File: src/rtl/io_region_decoder_if.sv
// Request/select bus between a load/store requester and io_region_decoder.
// The requester uses the master modport, the decoder the slave modport.
interface io_region_decoder_if #(
    parameter int ADDR_W      = 24,
    parameter int NUM_REGIONS = 4
);
    logic                   req_valid;
    logic                   req_ready;
    logic [ADDR_W-1:0]      req_addr;
    logic                   req_we;
    logic [NUM_REGIONS-1:0] sel;
    logic                   sel_we;
    logic                   resp_valid;
    logic                   resp_err;

    modport master (
        output req_valid, req_addr, req_we,
        input  req_ready, sel, sel_we, resp_valid, resp_err
    );

    modport slave (
        input  req_valid, req_addr, req_we,
        output req_ready, sel, sel_we, resp_valid, resp_err
    );
endinterface

File: src/rtl/io_region_decoder.sv
// Registered address decoder: one-hot region select with per-region wait states and an
// error response for unmapped addresses. Define IO_ERR_LATCH_EN to add the sticky error latch.
module io_region_decoder #(
    parameter int ADDR_W      = 24,
    parameter int NUM_REGIONS = 4,
    parameter int WAIT_W      = 4,
    parameter logic [NUM_REGIONS*ADDR_W-1:0] REGION_BASE  = {24'd130, 24'd120, 24'd100, 24'd0},
    parameter logic [NUM_REGIONS*ADDR_W-1:0] REGION_LIMIT = {24'd140, 24'd129, 24'd116, 24'd96},
    parameter logic [NUM_REGIONS*WAIT_W-1:0] REGION_WAIT  = {4'd2, 4'd2, 4'd1, 4'd0}
) (
    input  logic              clk,
    input  logic              rst_n,
`ifdef IO_ERR_LATCH_EN
    input  logic              err_clr,
    output logic              err_sticky,
    output logic [ADDR_W-1:0] err_addr,
`endif
    io_region_decoder_if.slave bus
);

    typedef enum logic [1:0] {IDLE, ACCESS, RESP} state_e;

    state_e                 state_q, state_d;
    logic [NUM_REGIONS-1:0] sel_q, sel_d;
    logic                   sel_we_q, sel_we_d;
    logic [WAIT_W-1:0]      cnt_q, cnt_d;
    logic                   resp_valid_q, resp_valid_d;
    logic                   resp_err_q, resp_err_d;

    logic                   hit;
    logic [NUM_REGIONS-1:0] hit_sel;
    logic [WAIT_W-1:0]      hit_wait;
    logic                   miss_xfer;

    // Offset compare: an address below BASE wraps to a large offset and fails the range test.
    always_comb begin
        // NOTE: every comb output gets a default first so no path leaves it unassigned (no latch).
        hit      = 1'b0;
        hit_sel  = '0;
        hit_wait = '0;
        for (int i = 0; i < NUM_REGIONS; i++) begin
            if (!hit
                && (REGION_BASE[i*ADDR_W +: ADDR_W] <= REGION_LIMIT[i*ADDR_W +: ADDR_W])
                && ((bus.req_addr - REGION_BASE[i*ADDR_W +: ADDR_W])
                    <= (REGION_LIMIT[i*ADDR_W +: ADDR_W] - REGION_BASE[i*ADDR_W +: ADDR_W]))) begin
                hit        = 1'b1;
                hit_sel[i] = 1'b1;
                hit_wait   = REGION_WAIT[i*WAIT_W +: WAIT_W];
            end
        end
    end

    assign miss_xfer = (state_q == IDLE) && bus.req_valid && !hit;

    // NOTE: async reset clears every register; there is no storage array that could skip it.
    always_ff @(posedge clk or negedge rst_n) begin
        if (!rst_n) begin
            state_q      <= IDLE;
            sel_q        <= '0;
            sel_we_q     <= 1'b0;
            cnt_q        <= '0;
            resp_valid_q <= 1'b0;
            resp_err_q   <= 1'b0;
        end else begin
            // NOTE: non-blocking assignments so every flop samples pre-edge values.
            state_q      <= state_d;
            sel_q        <= sel_d;
            sel_we_q     <= sel_we_d;
            cnt_q        <= cnt_d;
            resp_valid_q <= resp_valid_d;
            resp_err_q   <= resp_err_d;
        end
    end

    always_comb begin
        state_d      = state_q;
        sel_d        = sel_q;
        sel_we_d     = sel_we_q;
        cnt_d        = cnt_q;
        resp_valid_d = 1'b0;
        resp_err_d   = 1'b0;
        unique case (state_q)
            IDLE: begin
                if (bus.req_valid) begin
                    if (hit) begin
                        sel_d    = hit_sel;
                        sel_we_d = bus.req_we;
                        cnt_d    = hit_wait;
                        state_d  = ACCESS;
                    end else begin
                        resp_valid_d = 1'b1;
                        resp_err_d   = 1'b1;
                        state_d      = RESP;
                    end
                end
            end
            ACCESS: begin
                if (cnt_q != '0) begin
                    cnt_d = cnt_q - WAIT_W'(1);
                end else begin
                    sel_d        = '0;
                    sel_we_d     = 1'b0;
                    resp_valid_d = 1'b1;
                    state_d      = RESP;
                end
            end
            RESP:    state_d = IDLE;
            default: state_d = IDLE;
        endcase
    end

    always_comb begin
        bus.req_ready  = (state_q == IDLE);
        bus.sel        = sel_q;
        bus.sel_we     = sel_we_q;
        bus.resp_valid = resp_valid_q;
        bus.resp_err   = resp_err_q;
    end

`ifdef IO_ERR_LATCH_EN
    logic              err_sticky_q, err_sticky_d;
    logic [ADDR_W-1:0] err_addr_q, err_addr_d;

    // A miss on the same edge as err_clr wins, so it is evaluated last.
    always_comb begin
        err_sticky_d = err_sticky_q;
        err_addr_d   = err_addr_q;
        if (err_clr) err_sticky_d = 1'b0;
        if (miss_xfer) begin
            err_sticky_d = 1'b1;
            err_addr_d   = bus.req_addr;
        end
    end

    always_ff @(posedge clk or negedge rst_n) begin
        if (!rst_n) begin
            err_sticky_q <= 1'b0;
            err_addr_q   <= '0;
        end else begin
            err_sticky_q <= err_sticky_d;
            err_addr_q   <= err_addr_d;
        end
    end

    always_comb begin
        err_sticky = err_sticky_q;
        err_addr   = err_addr_q;
    end
`endif

endmodule

File: src/flat_wrapper.sv
// flat-port wrapper written by rule: the top's interface ports become plain ports
module io_region_decoder_flat 
#(
    parameter int ADDR_W      = 24,
    parameter int NUM_REGIONS = 4,
    parameter int WAIT_W      = 4,
    parameter logic [NUM_REGIONS*ADDR_W-1:0] REGION_BASE  = {24'd130, 24'd120, 24'd100, 24'd0},
    parameter logic [NUM_REGIONS*ADDR_W-1:0] REGION_LIMIT = {24'd140, 24'd129, 24'd116, 24'd96},
    parameter logic [NUM_REGIONS*WAIT_W-1:0] REGION_WAIT  = {4'd2, 4'd2, 4'd1, 4'd0}
)
  (clk, rst_n, bus_req_valid, bus_req_addr, bus_req_we, bus_req_ready, bus_sel, bus_sel_we, bus_resp_valid, bus_resp_err);
  io_region_decoder_if #(.ADDR_W(ADDR_W), .NUM_REGIONS(NUM_REGIONS)) bus_i ();
  input  logic clk;
  input  logic rst_n;
  input wire logic [$bits(bus_i.req_valid)-1:0] bus_req_valid;
  input wire logic [$bits(bus_i.req_addr)-1:0] bus_req_addr;
  input wire logic [$bits(bus_i.req_we)-1:0] bus_req_we;
  output wire logic [$bits(bus_i.req_ready)-1:0] bus_req_ready;
  output wire logic [$bits(bus_i.sel)-1:0] bus_sel;
  output wire logic [$bits(bus_i.sel_we)-1:0] bus_sel_we;
  output wire logic [$bits(bus_i.resp_valid)-1:0] bus_resp_valid;
  output wire logic [$bits(bus_i.resp_err)-1:0] bus_resp_err;
  assign bus_i.req_valid = bus_req_valid;
  assign bus_i.req_addr = bus_req_addr;
  assign bus_i.req_we = bus_req_we;
  assign bus_req_ready = bus_i.req_ready;
  assign bus_sel = bus_i.sel;
  assign bus_sel_we = bus_i.sel_we;
  assign bus_resp_valid = bus_i.resp_valid;
  assign bus_resp_err = bus_i.resp_err;
  io_region_decoder #(.ADDR_W(ADDR_W), .NUM_REGIONS(NUM_REGIONS), .WAIT_W(WAIT_W), .REGION_BASE(REGION_BASE), .REGION_LIMIT(REGION_LIMIT), .REGION_WAIT(REGION_WAIT)) u_core (.clk(clk), .rst_n(rst_n), .bus(bus_i));
endmodule
File: config.mk
export PLATFORM = sky130hd
export DESIGN_NAME = io_region_decoder_flat
export DESIGN_NICKNAME = d
export VERILOG_FILES = /design/src/rtl/io_region_decoder_if.sv /design/src/rtl/io_region_decoder.sv /design/src/flat_wrapper.sv
export SDC_FILE = /design/constraint.sdc
export NUM_CORES = 1
export LEC_CHECK = 0
export ABC_CLOCK_PERIOD_IN_PS = 3250
export CAP_MARGIN = 10
export CELL_PAD_IN_SITES_DETAIL_PLACEMENT = 1
export CELL_PAD_IN_SITES_GLOBAL_PLACEMENT = 1
export CORE_MARGIN = 2
export CORE_UTILIZATION = 39
export CTS_CLUSTER_DIAMETER = 200
export DETAILED_ROUTE_END_ITERATION = 8
export PLACE_DENSITY = 0.94
export SYNTH_ARGS = -nofsm -noshare
export SYNTH_HDL_FRONTEND = slang
export SYNTH_SLANG_ARGS = --single-unit
File: constraint.sdc
create_clock -name clk -period 3.25 [get_ports clk]
set_input_delay 0.325 -clock clk [delete_from_list [all_inputs] [get_ports clk]]
set_output_delay 0.325 -clock clk [all_outputs]
set_load 0.01 [all_outputs]
## Word-level counts from Yosys, hierarchy flattened

Index checks and enable logic that the tools add are counted.

| storage, ports and cells | value |
|---|---|
| register bits after elaboration | 13 |
| bits in latches | 0 |
| memory bits (writable) | 0 |
| memory bits (read-only) | 0 |
| input port bits | 28 |
| logic and storage cells | 62 |
| memories | 0 |

| operators by class | value |
|---|---|
| $add $sub $neg | 4 |
| multiply operators | 0 |
| div/mod/pow operators | 0 |
| $lt $le $gt $ge | 4 |
| equal/unequal tests | 5 |
| shift-type cells | 0 |
| mux-type cells | 31 |
| bitwise operators | 0 |
| reductions and logical operators | 12 |

Operators with widths:

| operator | number |
|---|---|
| less-or-equal comparator 24 x 4 -> 1 bit (second input constant) | 2 |
| subtractor 24 x 7 -> 24 bit (second input constant) | 2 |
| two-way mux 4 bit | 8 |
| less-or-equal comparator 24 x 5 -> 1 bit (second input constant) | 1 |
| less-or-equal comparator 24 x 7 -> 1 bit (second input constant) | 1 |
| subtractor 24 x 8 -> 24 bit (second input constant) | 1 |
| one-hot mux 4 bit (2 select lines) | 2 |
| two-way mux 1 bit | 15 |
| AND reduction 4 bit | 2 |
| two-way mux 2 bit | 3 |
| inequality test 2 x 1 -> 1 bit (second input constant) | 2 |
| inequality test 2 bit (second input constant) | 2 |
| one-hot mux 1 bit (2 select lines) | 2 |
| one-hot mux 2 bit (2 select lines) | 1 |
| nonzero test 4 bit | 1 |
| subtractor 4 x 1 -> 4 bit (second input constant) | 1 |
| logical AND 1 bit | 3 |
| logical NOT 1 bit | 3 |
| equality test 2 x 1 -> 1 bit (second input constant) | 1 |
| logical NOT 2 bit | 1 |
| AND reduction 2 bit | 1 |
| nonzero test 2 bit | 1 |

## Logic depth before layout (Yosys ltp)

| depth | value |
|---|---|
| depth after elaboration | 14 |
| gate-level depth with buffers | 10 |

## Worst setup path before layout

OpenSTA, ideal clock, no wires.

| timing path | value |
|---|---|
| path type | input to register |
| from | input bus_req_addr[3] |
| to | register u_core.sel_q[1], in the netlist u_core.bus.sel[1] |
| setup time | 0.120 ns |
| arrival | 2.642 ns |
| slack | 0.488 ns |
| stages on the path | 10 |
| path buffers | 1 |
| cells stage by stage | clkbuf_1 -> inv_1 -> ha_1 -> nor2b_1 -> or3_1 -> a2111oi_0 -> and4_1 -> nand4_2 -> a31o_4 -> a31o_1 |

| on the way | value |
|---|---|
| longest elaborated chain between the ends | 13 |
| elaborated cells on any way between the ends | 23 |
| those cells by class | 3 x add/sub; 4 x order compare; 1 x eq/ne; 8 x mux; 7 x reduce/logical |

Ends and longest elaborated chain:

| item | line | text |
|---|---|---|
| from (decl) | flat_wrapper.sv:16 | `input wire logic [$bits(bus_i.req_addr)-1:0] bus_req_addr;` |
| branches (longest 13 deep; another with subtractor 24 x 7 -> 24 bit) | - |  |
| to (signal assigned) | io_region_decoder.sv:67 | `sel_q <= sel_d;` |
| to (decl) | io_region_decoder.sv:24 | `logic [NUM_REGIONS-1:0] sel_q, sel_d;` |

Several ways; the timed one is not identified. The select of a mux whose other input is x is not followed.
A chain may end at the register's enable or synchronous reset.

## Worst setup path after layout

| timing path | value |
|---|---|
| from | input bus_req_addr[12] |
| to | register u_core.sel_q[1], in the netlist u_core.bus.sel[1] |

Same word-level chain as after synthesis.

==> qor.csv <==
metric,value,unit
initial antenna violation count,0,
global-route wire length before repair,11560,µm
asr flop ratio synth,100.0,%
PwrDens,209.4,mW/mm²
Seq cells post-synth,13,
H-tree Lvls,1,
"EDFF count, synth",0,
Netlist cell types,64,
Pint,338.7,µW
worst-path fanout max,5,
final std cells w/o fill,343,
"Remaining Overflow, GRT",0,
synth top area cells,"dfrtp_1 (18%), nor3_1 (3.9%), nor2_1 (3.8%), ha_1 (3.5%), nand2_1 (3.2%)",
Die X,71.62,µm
via-per-instance ratio,6.571,
Most used DFF post-synth,dfrtp_1,
clock skew,5.960,ps
combinational power share,38.2,%
total die area,0.005129,mm²
Rows,24,
Syn Inst Count,236,
"Hold Violations, Final",0,
DRT iter0 DRCs,190,
TritonCTS Sinks,13,
hold_buf cts,0,
# IOs,36,
port buffer count,35,
synth-to-layout area growth,35.02,%
gr usage total,28.03,%
largest net degree at the start of global routing,17,
CTS tree,built,
# nets final,325,
clk buf depth,2,
drt pass-1 iters,4,
slew margin rel.,50.48,%
Max-Cap Viols,0,
postcts setup bufs,0,
final setup vio count,0,
CTS buffer count,3,
GP Congestion,1.011,
Worst-Skew Late Latency,250,ps
Slew Limit Fails,0,
Routed WL,6833,µm
Routed wire per std cell,19.92,µm
fillcell total,552,
Antenna Cells,0,
min Tclk post-route,3066,ps
placed cell count,339,
post-synthesis sequential area ratio,18.25,%
required time worst endpoint,3390,ps
DP Worst Slack,-54.04,ps
Post-Syn Nets,269,
switching part of the total,32.79,%
fin crit share,94.32,%
CP Class,in -> reg,
Clk pwr share,28.9,%
worst min-delay path class,in -> async,
Critical Path End Type,flip-flop,
CTS root buffer,clkbuf_8,
Reg power frac,32.9,%
setup ws final,184.5,ps
sw power,165.3,µW
Mapped Area,0.001783,mm²
DPL Wire Length,5299,µm
Clock Pin Slew Worst Setup and Hold Paths,60,ps
Slew @ Worst Pin,742.0,ps
warnings from Yosys,0,
largest area contributor in the netlist,dfrtp_1,
drc violations,0,
Resized Gates After CTS,0,
via count,2254,
outcome,finished clean,
f_max,326.2,MHz
worst vdd ir,0.1652,mV
CP Launch Type,input pin,
Initial Util,40.67,%
floorplan die height,71.62,µm
Pwr Total,504.0,µW
Pleak,0.9553,nW
share of cells above drive strength 1,17.53,%
top-count cell post-synth,nor2_1,
RSZ-0062 raised after global routing,false,
Syn Area/Cell,7.555,µm²
Core Footprint,0.004384,mm²
Final ANT Viol Nets,0,
Synth top area share,18.25,%
list of most frequent post-synthesis cells,"nor2_1 (18), nand2_1 (15), nor3_1 (14), dfrtp_1 (13), inv_1 (13)",
vias in the first global route,2390,
critical path data arrival time,3200,ps
-- placed cells by master (no fill, tap or decap), types with 3 or more instances in the layout --
master / instances
clkdlybuf4s50_1: 35
buf_4: 31
nor2_1: 18
nand2_1: 15
nor3_1: 14
inv_1: 13
dfrtp_1: 13
nand4_1: 9
nor4_1: 8
nand3_1: 7
o21ai_0: 7
a31oi_1: 6
a21oi_1: 6
a211oi_1: 5
and4_1: 5
ha_1: 5
or4_1: 4
nor2b_1: 4
xor2_1: 4
nand3b_1: 4
or2_2: 3
a2111oi_0: 3
nor3b_1: 3
o32ai_1: 3
o211ai_1: 3
xnor2_1: 3
and2_1: 3
nand2b_1: 3
o22ai_1: 3
nand4b_1: 3
o31ai_1: 3
clkbuf_8: 3
-- through the flow --
step	utilization, %	instance area, µm²	setup TNS (ps)	hold WS [ps]
floorplan	-	1783	0	29.41
global placement	53.85	2361	0	493.2
detailed placement	53.85	2361	-119.3	509.2
CTS	54.91	2407	0	473.6
global route	54.91	2407	0	495.3
finish	54.91	2407	0	459.5
-- critical path, stage by stage --
cell and delay, ps:
clkdlybuf4s50_1 430, or4_1 610, o41a_1 440, a2111oi_2 470
and4_1 320, a31oi_1 80, a31o_4 300, a31o_1 220
-- kinds of logic after synthesis --
| kind of cell | count (synthesis) | share of synthesized area, % |
|---|---|---|
| adder cells (fa/ha/maj) | 5 | 3.509 |
| AND/OR/NAND/NOR | 117 | 38.81 |
| AO/OA/AOI/OAI | 63 | 27.58 |
| flip-flops | 13 | 18.25 |
| multiplexers | 3 | 1.754 |
| buffers and inverters | 28 | 6.667 |
| XOR/XNOR | 7 | 3.439 |
-- path summary, 6_finish.rpt --
kind / startpoint / cells past startpoint / end / slack (ps)
worst max-delay path: bus_req_addr[12] / 8 / u_core.bus.sel[1]$_DFFE_PN0P_ / 180
worst min-delay path: rst_n / 1 / u_core.bus.sel[1]$_DFFE_PN0P_ / 460
worst max register to register: u_core.cnt_q[0]$_DFFE_PN0P_ / 7 / u_core.cnt_q[1]$_DFFE_PN0P_ / 1260
worst min register to register: u_core.bus.sel[0]$_DFFE_PN0P_ / 1 / u_core.bus.sel[0]$_DFFE_PN0P_ / 530
max in group asynchronous: rst_n / 1 / u_core.cnt_q[2]$_DFFE_PN0P_ / 2390
min in group clk: u_core.bus.sel[0]$_DFFE_PN0P_ / 1 / u_core.bus.sel[0]$_DFFE_PN0P_ / 530
-- area by class of cell --
type | count | area (µm²) | area share (%)
multi-input combinational | 195 | 1339 | 55.61
timing repair buffer | 66 | 583.1 | 24.22
sequential | 13 | 325.3 | 13.51
tap | 52 | 65.06 | 2.703
inverter | 13 | 48.80 | 2.027
clock buffer | 3 | 41.29 | 1.715
clock inverter | 1 | 5.005 | 0.2079
-- power groups by stage --
stage                     clock [mW]  combinational, mW  sequential, mW
after floorplan                    0             0.0855           0.169
after global placement             0              0.180           0.168
after detailed placement           0              0.188           0.168
after CTS                      0.149              0.190           0.166
after global routing           0.160              0.209           0.165
final                          0.146              0.193           0.166
-- state kept, by name, indices dropped and copies added (netlist names) --
signal,flops
u_core.bus.resp_err,1
u_core.bus.sel,4
u_core.state_q,2
u_core.cnt_q,4
u_core.bus.resp_valid,1
u_core.bus.sel_we,1
-- layer usage --
metal | GRT usage [%] | routed length, µm
met5 | 0 | 0
met4 | 8.595 | 177
met3 | 3.235 | 556
met2 | 45.78 | 3243
met1 | 38.86 | 2855
No activity file was read; power rests on OpenSTA's default activity.
